**src/rtl/seg_pkg.sv**
```systemverilog
// Shared seven-segment definitions: active-low {g,f,e,d,c,b,a} glyphs and
// the scan FSM state encoding.
package seg_pkg;

  localparam logic [6:0] SEG_0    = 7'b1000000;
  localparam logic [6:0] SEG_1    = 7'b1111001;
  localparam logic [6:0] SEG_2    = 7'b0100100;
  localparam logic [6:0] SEG_3    = 7'b0110000;
  localparam logic [6:0] SEG_4    = 7'b0011001;
  localparam logic [6:0] SEG_5    = 7'b0010010;
  localparam logic [6:0] SEG_6    = 7'b0000010;
  localparam logic [6:0] SEG_7    = 7'b1111000;
  localparam logic [6:0] SEG_8    = 7'b0000000;
  localparam logic [6:0] SEG_9    = 7'b0010000;
  localparam logic [6:0] SEG_DASH = 7'b0111111;
  localparam logic [6:0] SEG_OFF  = 7'b1111111;

  typedef enum logic {
    ST_DARK = 1'b0,
    ST_SCAN = 1'b1
  } scan_state_t;

endpackage

```
**src/rtl/bcd_to_seg.sv**
```systemverilog
// Combinational BCD digit to active-low seven-segment glyph; codes 10..15
// render as a dash so corrupt counter values are visible on the display.
module bcd_to_seg
  import seg_pkg::*;
(
  input  logic [3:0] i_digit,
  output logic [6:0] o_seg
);

  always_comb begin
    o_seg = SEG_DASH;
    case (i_digit)
      4'd0: o_seg = SEG_0;
      4'd1: o_seg = SEG_1;
      4'd2: o_seg = SEG_2;
      4'd3: o_seg = SEG_3;
      4'd4: o_seg = SEG_4;
      4'd5: o_seg = SEG_5;
      4'd6: o_seg = SEG_6;
      4'd7: o_seg = SEG_7;
      4'd8: o_seg = SEG_8;
      4'd9: o_seg = SEG_9;
      default: o_seg = SEG_DASH;
    endcase
  end

endmodule

```
**src/rtl/seven_seg_scan.sv**
```systemverilog
// Multiplexed common-anode display driver: snapshots the BCD digits once per
// frame and lights one digit at a time for PRESCALE cycles each.
module seven_seg_scan
  import seg_pkg::*;
#(
  parameter int DIGITS   = 4,
  parameter int PRESCALE = 100000
) (
  input  logic                  clock,
  input  logic                  nreset,
  input  logic                  en,
  input  logic [4*DIGITS-1:0]   bcd,
  input  logic [DIGITS-1:0]     dp,
  input  logic                  blank_lz,
  output logic [DIGITS-1:0]     an,
  output logic [6:0]            seg,
  output logic                  dp_n,
  output logic                  frame,
  output logic                  dbg_state
);

  localparam int IDX_W = (DIGITS > 1) ? $clog2(DIGITS) : 1;
  localparam int PRE_W = $clog2(PRESCALE);

  scan_state_t           r_state;
  logic [PRE_W-1:0]      r_pre;
  logic [IDX_W-1:0]      r_idx;
  logic [4*DIGITS-1:0]   r_snap_bcd;
  logic [DIGITS-1:0]     r_snap_dp;
  logic [DIGITS-1:0]     r_an;
  logic [6:0]            r_seg;
  logic                  r_dp_n;
  logic                  r_frame;

  logic                  w_pre_last;
  logic                  w_idx_last;
  logic [DIGITS-1:0]     w_an_n;
  logic [3:0]            w_digit;
  logic                  w_dp;
  logic                  w_blank_sel;
  logic [DIGITS-1:0]     w_blank;
  logic                  w_blanked;
  logic [6:0]            w_seg;

  assign w_pre_last = (r_pre == PRE_W'(PRESCALE - 1));
  assign w_idx_last = (r_idx == IDX_W'(DIGITS - 1));

  // Select the current digit's glyph source, dp and blank flag from the snapshot.
  always_comb begin
    w_an_n      = '1;
    w_digit     = 4'd0;
    w_dp        = 1'b0;
    w_blank_sel = 1'b0;
    for (int k = 0; k < DIGITS; k++) begin
      if (r_idx == IDX_W'(k)) begin
        w_an_n[k]   = 1'b0;
        w_digit     = r_snap_bcd[4*k +: 4];
        w_dp        = r_snap_dp[k];
        w_blank_sel = w_blank[k];
      end
    end
  end

  // A digit is a leading zero when it and every more-significant digit are
  // zero with no decimal point requested; digit 0 always stays lit.
  always_comb begin
    logic v_zero_above;
    v_zero_above = 1'b1;
    w_blank      = '0;
    for (int k = DIGITS - 1; k >= 0; k--) begin
      v_zero_above = v_zero_above & (r_snap_bcd[4*k +: 4] == 4'd0) & ~r_snap_dp[k];
      w_blank[k]   = (k != 0) && v_zero_above;
    end
  end

  assign w_blanked = blank_lz & w_blank_sel;

  bcd_to_seg u_bcd_to_seg (
    .i_digit (w_digit),
    .o_seg   (w_seg)
  );

  always_ff @(posedge clock or negedge nreset) begin
    if (!nreset) begin
      r_state    <= ST_DARK;
      r_pre      <= '0;
      r_idx      <= '0;
      r_snap_bcd <= '0;
      r_snap_dp  <= '0;
      r_frame    <= 1'b0;
      r_an       <= '1;
      r_seg      <= SEG_OFF;
      r_dp_n     <= 1'b1;
    end else begin
      case (r_state)
        ST_DARK: begin
          r_pre <= '0;
          r_idx <= '0;
          if (en) begin
            r_state    <= ST_SCAN;
            r_snap_bcd <= bcd;
            r_snap_dp  <= dp;
            r_frame    <= 1'b1;
          end else begin
            r_frame    <= 1'b0;
          end
        end
        ST_SCAN: begin
          if (!en) begin
            r_state <= ST_DARK;
            r_pre   <= '0;
            r_idx   <= '0;
            r_frame <= 1'b0;
          end else if (w_pre_last) begin
            r_pre <= '0;
            if (w_idx_last) begin
              r_idx      <= '0;
              r_snap_bcd <= bcd;
              r_snap_dp  <= dp;
              r_frame    <= 1'b1;
            end else begin
              r_idx   <= r_idx + IDX_W'(1);
              r_frame <= 1'b0;
            end
          end else begin
            r_pre   <= r_pre + PRE_W'(1);
            r_frame <= 1'b0;
          end
        end
        default: begin
          r_state <= ST_DARK;
          r_frame <= 1'b0;
        end
      endcase

      // Display outputs follow the state/index/snapshot of the previous cycle.
      if (r_state == ST_SCAN && !w_blanked) begin
        r_an   <= w_an_n;
        r_seg  <= w_seg;
        r_dp_n <= ~w_dp;
      end else begin
        r_an   <= '1;
        r_seg  <= SEG_OFF;
        r_dp_n <= 1'b1;
      end
    end
  end

  assign an        = r_an;
  assign seg       = r_seg;
  assign dp_n      = r_dp_n;
  assign frame     = r_frame;
  assign dbg_state = (r_state == ST_SCAN);

endmodule
```
**config.mk**
```make
export PLATFORM = sky130hd
export DESIGN_NAME = seven_seg_scan
export DESIGN_NICKNAME = d
export VERILOG_FILES = /design/src/rtl/seg_pkg.sv /design/src/rtl/bcd_to_seg.sv /design/src/rtl/seven_seg_scan.sv
export SDC_FILE = /design/constraint.sdc
export NUM_CORES = 1
export LEC_CHECK = 0
export ABC_CLOCK_PERIOD_IN_PS = 2600
export CORE_UTILIZATION = 54
export CTS_CLUSTER_SIZE = 12
export DETAILED_ROUTE_END_ITERATION = 8
export PLACE_DENSITY = 0.79
export SYNTH_ARGS = -nofsm -noshare
export SYNTH_HDL_FRONTEND = slang
export SYNTH_SLANG_ARGS = --single-unit
```
**constraint.sdc**
```tcl
create_clock -name clock -period 2.6 [get_ports clock]
set_input_delay 0.39 -clock clock [delete_from_list [all_inputs] [get_ports clock]]
set_output_delay 0.39 -clock clock [all_outputs]
set_load 0.01 [all_outputs]
```
== Yosys cells after proc, flatten, opt, wreduce, memory -nomap -nowiden ==
Memory sizes are Yosys's and may differ from the RTL's.
Index checks and enable logic that the tools add are counted.
Word-level totals
  flip-flop bits (word level): 53
  memory bits (read-only): 112
  input bits: 24
  output and inout port bits: 14
  logic and storage cells: 79
  memories kept: 1
Cells by class
  $add $sub $neg: 2
  equal/unequal tests: 9
  muxes and demuxes: 40
  bitwise logic cells: 11
  reduce and logical (&&, ||, !) cells: 7
Memories
  (name not given): depth 16, bits a word 7, read ports 1, clocked after Yosys merged registers in 0, wr ports 0, RTL line bcd_to_seg.sv:12  | case (i_digit)
Operators with widths (count)
  16-bit 2-to-1 mux: 4
  4-bit 2-to-1 mux: 9
  17-bit 2-to-1 mux: 2
  17-bit case mux with 2 select lines: 1
  16-bit case mux with 2 select lines: 1
  17-bit by 1-bit adder with 17-bit output, second input constant: 1
  17-bit == test, second input constant: 1
  1-bit 2-to-1 mux: 16
  4-bit zero test: 3
  4-bit case mux with 2 select lines: 1
  7-bit 2-to-1 mux: 1
  1-bit bitwise AND: 6
  2-bit 2-to-1 mux: 3
  1-bit inverter: 5
  2-bit == test, second input constant: 2
  2-bit by 1-bit != test with 1-bit output, second input constant: 2
  2-bit != test, second input constant: 2
  2-bit case mux with 2 select lines: 1
  4-bit AND reduction: 1
  3-bit by 2-bit != test with 1-bit output, second input constant: 1
  2-bit by 1-bit adder with 2-bit output, second input constant: 1
  2-bit by 1-bit == test with 1-bit output, second input constant: 1
  2-bit zero test: 1
  1-bit case mux with 2 select lines: 1
  other kinds (2): 2

== Depth between registers and ports, before layout ==
Gate-level depths: netlist of run 1.
  depth after elaboration: 13
  depth in mapped cells: 11

== By module ==
A second synthesis of run 1 with hierarchy kept.
Second synthesis, totals
  cells, all modules: 343
  area total of the unflattened synthesis: 3239.4 µm²
By module, submodules not included
  seven_seg_scan: instances 1, cells each 310, area an instance 3034.2 µm², sequential area each 1341.3 µm²
  bcd_to_seg: instances 1, cells each 33, area an instance 205.2 µm², sequential area each 0.0 µm²

== Worst setup path before layout of run 1 ==
Ideal clock, no wire load.
  path type: reg-to-reg
  from: register r_idx[0]
  to: register r_seg[5] (netlist: seg[5])
  arrival time: 2043 ps
  required time: 2504 ps
  setup slack: 461 ps
  cell stages (with the launch flop): 12
  path buffers: 1
  cell sequence: dfrtp_1 > inv_1 > ha_1 > clkbuf_1 > a21oi_1 > a21oi_1 > a22oi_1 > inv_1 > ha_1 > nand2b_1 > a21oi_1 > o21ai_0
On the way
  cells in the longest elaborated chain, start to end: 8
  elaborated cells on any way between the ends: 16
  those cells by class: eq/ne (3); mux (8); bitwise (1); reduce/logical (3); memory (1)
Ends and longest elaborated chain
  start: declaration: RTL line seven_seg_scan.sv:27  | logic [IDX_W-1:0] r_idx;
  start signal: assignment: RTL line seven_seg_scan.sv:122  | r_idx <= r_idx + IDX_W'(1);
  branches (longest 7 deep; another with memory 16 x 7 bit)
  7-bit 2-to-1 mux *: RTL line seven_seg_scan.sv:137  | if (r_state == ST_SCAN && !w_blanked) begin
  end signal: assignment: RTL line seven_seg_scan.sv:139  | r_seg <= w_seg;
  end: declaration: RTL line seven_seg_scan.sv:31  | logic [6:0] r_seg;
Mark *: on every way between the ends.
A chain may end at the register's enable or synchronous reset.

== Worst setup path after layout of run 1 ==
  from: register r_pre[6]
  to: register r_snap_bcd[5]
On the way
  cells in the longest elaborated chain, start to end: 3
Ends and longest elaborated chain
  start: declaration: RTL line seven_seg_scan.sv:26  | logic [PRE_W-1:0] r_pre;
  start signal: assignment: RTL line seven_seg_scan.sv:126  | r_pre <= r_pre + PRE_W'(1);
  17-bit == test: RTL line seven_seg_scan.sv:45  | assign w_pre_last = (r_pre == PRE_W'(PRESCALE - 1));
  2-bit by 1-bit != test with 1-bit output (no source line)
  4-bit AND reduction (no source line)
  end signal: assignment: RTL line seven_seg_scan.sv:88  | r_snap_bcd <= '0;
  end signal: assignment: RTL line seven_seg_scan.sv:101  | r_snap_bcd <= bcd;
  end signal: assignment: RTL line seven_seg_scan.sv:118  | r_snap_bcd <= bcd;
  end: declaration: RTL line seven_seg_scan.sv:28  | logic [4*DIGITS-1:0] r_snap_bcd;
No other way between the ends.

==> results by group, run 1 <==
Status
  • Status: finished, final reports clean

STA
  • Final period utilization: 91.6%
  • Final TNS setup: 0 ns
  • Worst Tran Pin Value: approximately 0.7 ns
  • Final Slew Violations: 0
  • Max Clock Skew: ~0.011 ns
  • RSZ-0062 raised after global routing: false
  • Worst setup margin: ~0.22 ns
  • # setup viols final: 0
  • FMAX: roughly 0.42 GHz
  • Rel. slew slack: 52.8%
  • Fin. Hold Viols: 0
  • Final min period: roughly 2.4 ns

Floorplan
  • Ports: 38
  • Die Ht: between 70 and 80 microns
  • Core area: around 4800 sq um
  • Initial core utilization: between 50% and 60%
  • Die width: ~72 microns
  • Die area: about 5200 sq um
  • Rows: 25

Clock tree
  • H-Tree Level Count: 2
  • Hold-fix buffers, CTS: 0
  • CTS tree: built
  • Num CTS Buffers: 5
  • Clock Latency Late Sink: roughly 0.3 ns
  • Clock-pin slew on the worst setup and hold paths: ~0.09 ns
  • CTS Sinks: between 50 and 60
  • Root Buffer: clkbuf_8
  • Max Buffers Root-to-Sink: 2

Yosys
  • Yosys reg bits: 53
  • Avg Cell Area, Syn: 11.3 sq um
  • Synth unique cells: 45
  • Syn nets: 270
  • Largest area contributor in the netlist: dfrtp_1
  • Register area share after synthesis: around half
  • Yosys top cell area share: about two fifths
  • Synthesized area: around 2700 sq um
  • Yosys warns: 0
  • Area contributors post-synth: dfrtp_1, dfstp_2, mux2_4, ha_1, nor2_1
  • Cell count after synthesis: about 240

Pwr
  • Clk pwr share: ~26%
  • Pwr/cell area: ~530 nW/um^2
  • Switching share of total power: approximately a quarter
  • Leakage: between 1 and 1.5 nW
  • Net switching power: about 0.00043 W
  • Reg power frac: a little under three fifths
  • Internal Power: roughly 0.0013 W
  • Max VDD drop: 385 uV
  • Combinational power share: 18.2%

Global routing
  • Vias in the first global route: 1704
  • Tot GR Track Use: between 10% and 20%
  • First-pass GRT wire length: between 8 and 9 mm
  • Initial antenna violation count: 0
  • Global route overflow: 0
  • Largest net degree at the start of global routing: 54

Worst setup path
  • Launch point of the worst reg-to-reg path: r_pre[6]
  • CP Buf/Inv Count: 0
  • Crit path from: r_pre[6]
  • Crit path kind: flop to flop
  • Crit-path cells: or4b_1 -> nor4_1 -> nand4_1 -> a21bo_2 -> mux2_4
  • Crit Path Max Fanout: 21
  • Worst Path Required: approximately 2.8 ns
  • Crit end category: flop
  • Worst EP arrival: 2.56 ns
  • CP startpoint kind: flop
  • Top delay family on crit path: simple AND/OR/NAND/NOR gates
  • Critical Path Max Stage Delay: between 0.5 and 0.6 ns
  • Slowest-stage cell, CP: or4b_1

Final layout
  • Fillcell total: roughly 360
  • Share of cells above drive strength 1: 19.4%
  • Reg area: roughly 1300 sq um
  • Non-Filler Instances: 346
  • Ant. Diodes: 0
  • Multi-input combinational cell area: 1240 sq um
  • Area delta synth->final: 20.0%
  • # nets final: between 300 and 400
  • Design area: about 3200 sq um

Drt
  • Routed len/inst: between 10 and 15 microns
  • Iteration-0 DRC Markers: 132
  • Pre-antenna DRT Iters: 4
  • Wirelength, routed: between 4 and 5 mm
  • Antenna violation net count after detailed routing: 0
  • Via Count: roughly 1800
  • DR vias/cell: roughly 5.3
  • DR DRC count: 0

Placed design
  • Port buffer count: 37
  • Post-Place Cell Area: between 3000 and 4000 sq um
  • GP Congestion: roughly 0.86
  • Dpl ws: 0.251 ns
  • Placed insts: ~340
  • Detail Placement HPWL: around 3.4 mm

Job
  • Max Cap Viol: 0

Hold path
  • Min-Delay Path Class: input port to asynchronous set/reset pin
==> cell usage after synthesis <==
library cell,number
a211oi_1,4
nand3_1,9
nor2b_1,2
dfrtp_1,41
mux2_2,1
dfstp_2,12
buf_6,3
or4b_2,1
nand2b_1,3
or4_1,1
buf_4,1
a22oi_1,1
and3b_1,1
ha_1,10
nand2_1,13
clkbuf_1,4
inv_1,11
and2_1,1
nor4_1,4
mux2i_1,5
a31o_2,1
nand4_1,3
xor2_1,8
o41a_1,1
a221oi_1,1
nand3b_1,5
a21bo_2,1
o21ai_0,8
or2_1,1
a21o_1,1
buf_2,1
a31oi_1,1
mux2_4,19
xnor2_1,7
or4b_1,1
a2111oi_0,1
a211o_1,2
nor3b_1,3
and4_1,1
nor3_1,2
and4bb_2,1
or2_2,1
a21oi_1,7
and3_1,2
nor2_1,29
==> layout by cell type (no fill, tap or decap), types with 5 or more instances in the layout <==
cell,instances
o21ai_0,8
clkdlybuf4s50_1,36
buf_4,7
ha_1,10
a21oi_1,7
inv_1,11
dfrtp_1,41
nand3b_1,5
nand2_1,13
mux2i_1,5
nand3_1,9
dfstp_2,12
clkbuf_8,5
xnor2_1,7
nor2_1,29
xor2_1,8
mux2_4,19
==> metrics by stage <==
stage	utilization [%]	power, W	hold WS (ns)
2_1_floorplan	-	0.00114	0.0944
3_3_place_gp	65.5	0.00126	0.480
3_5_place_dp	65.5	0.00127	0.488
4_1_cts	67.3	0.00171	0.212
5_1_grt	67.5	0.00179	0.243
6_report	67.5	0.00170	0.191
==> layout make-up <==
cell class / count / share of cell area (%)
Clock buffer: 6 / 2.26
Clock inverter: 2 / 0.312
Inverter: 11 / 1.29
Multi-Input combinational cell: 163 / 38.7
Sequential cell: 53 / 41.8
Tap cell: 67 / 2.61
Timing Repair Buffer: 44 / 13.0
==> routing by layer <==
metal,global-route usage (%),part of all wire (%),up-vias
li1,-,-,895
met1,29.2,50,886
met2,30.4,46,44
met3,4.31,3.9,2
met4,3.92,0.40,0
met5,0,0,-
==> power by group through the flow <==
stage	Combinational, W	Sequential, W	Clock, W
after global placement	0.000298	0.000966	0
final	0.000309	0.000953	0.000438
after global routing	0.000341	0.000960	0.000490
after detailed placement	0.000305	0.000967	0
after CTS	0.000306	0.000952	0.000449
after floorplan	0.000178	0.000962	0
==> logic make-up after synthesis <==
logic type	count (synthesis)	synth area share, %
DFF	53	50.1
adders and majority gates	10	4.68
muxes	25	13.0
AOI/OAI and AO/OA	29	7.16
buffers and inverters	20	3.84
and+or+nand+nor	84	16.3
xor gates and xnor gates	15	4.91
==> sequential cells by signal, indices dropped and copies added (netlist names) <==
signal	count
dbg_state	1
seg	7
dp_n	1
an	4
r_snap_dp	4
frame	1
r_pre	17
r_idx	2
r_snap_bcd	16
==> worst paths after layout <==
kind / slack (ns) / cells after the start / end
max: 0.22 / 5 / r_snap_bcd[5]
min: 0.19 / 2 / r_snap_bcd[15]
max reg2reg: 0.22 / 5 / r_snap_bcd[5]
min reg2reg: 0.49 / 1 / r_pre[0]
max in group asynchronous: 1.98 / 2 / r_snap_bcd[8]
min in group clock: 0.49 / 1 / r_pre[0]
==> what timing repair did <==
action                     CTS  global route
setup endpoints to repair    0             3
gates resized for setup      0             2
buffers inserted             0             0
(Power assumes the default switching activity.)
==> run 2: changes to the inputs <==
- CTS_CLUSTER_SIZE: 12 -> 10
==> results of run 2 <==
Final layout, timing and power as in run 1 (identical DEF).
==> run 3: changes to the inputs <==
- ABC_AREA: default -> 0
==> results of run 3 <==
Final layout, timing and power as in run 1 (identical DEF).
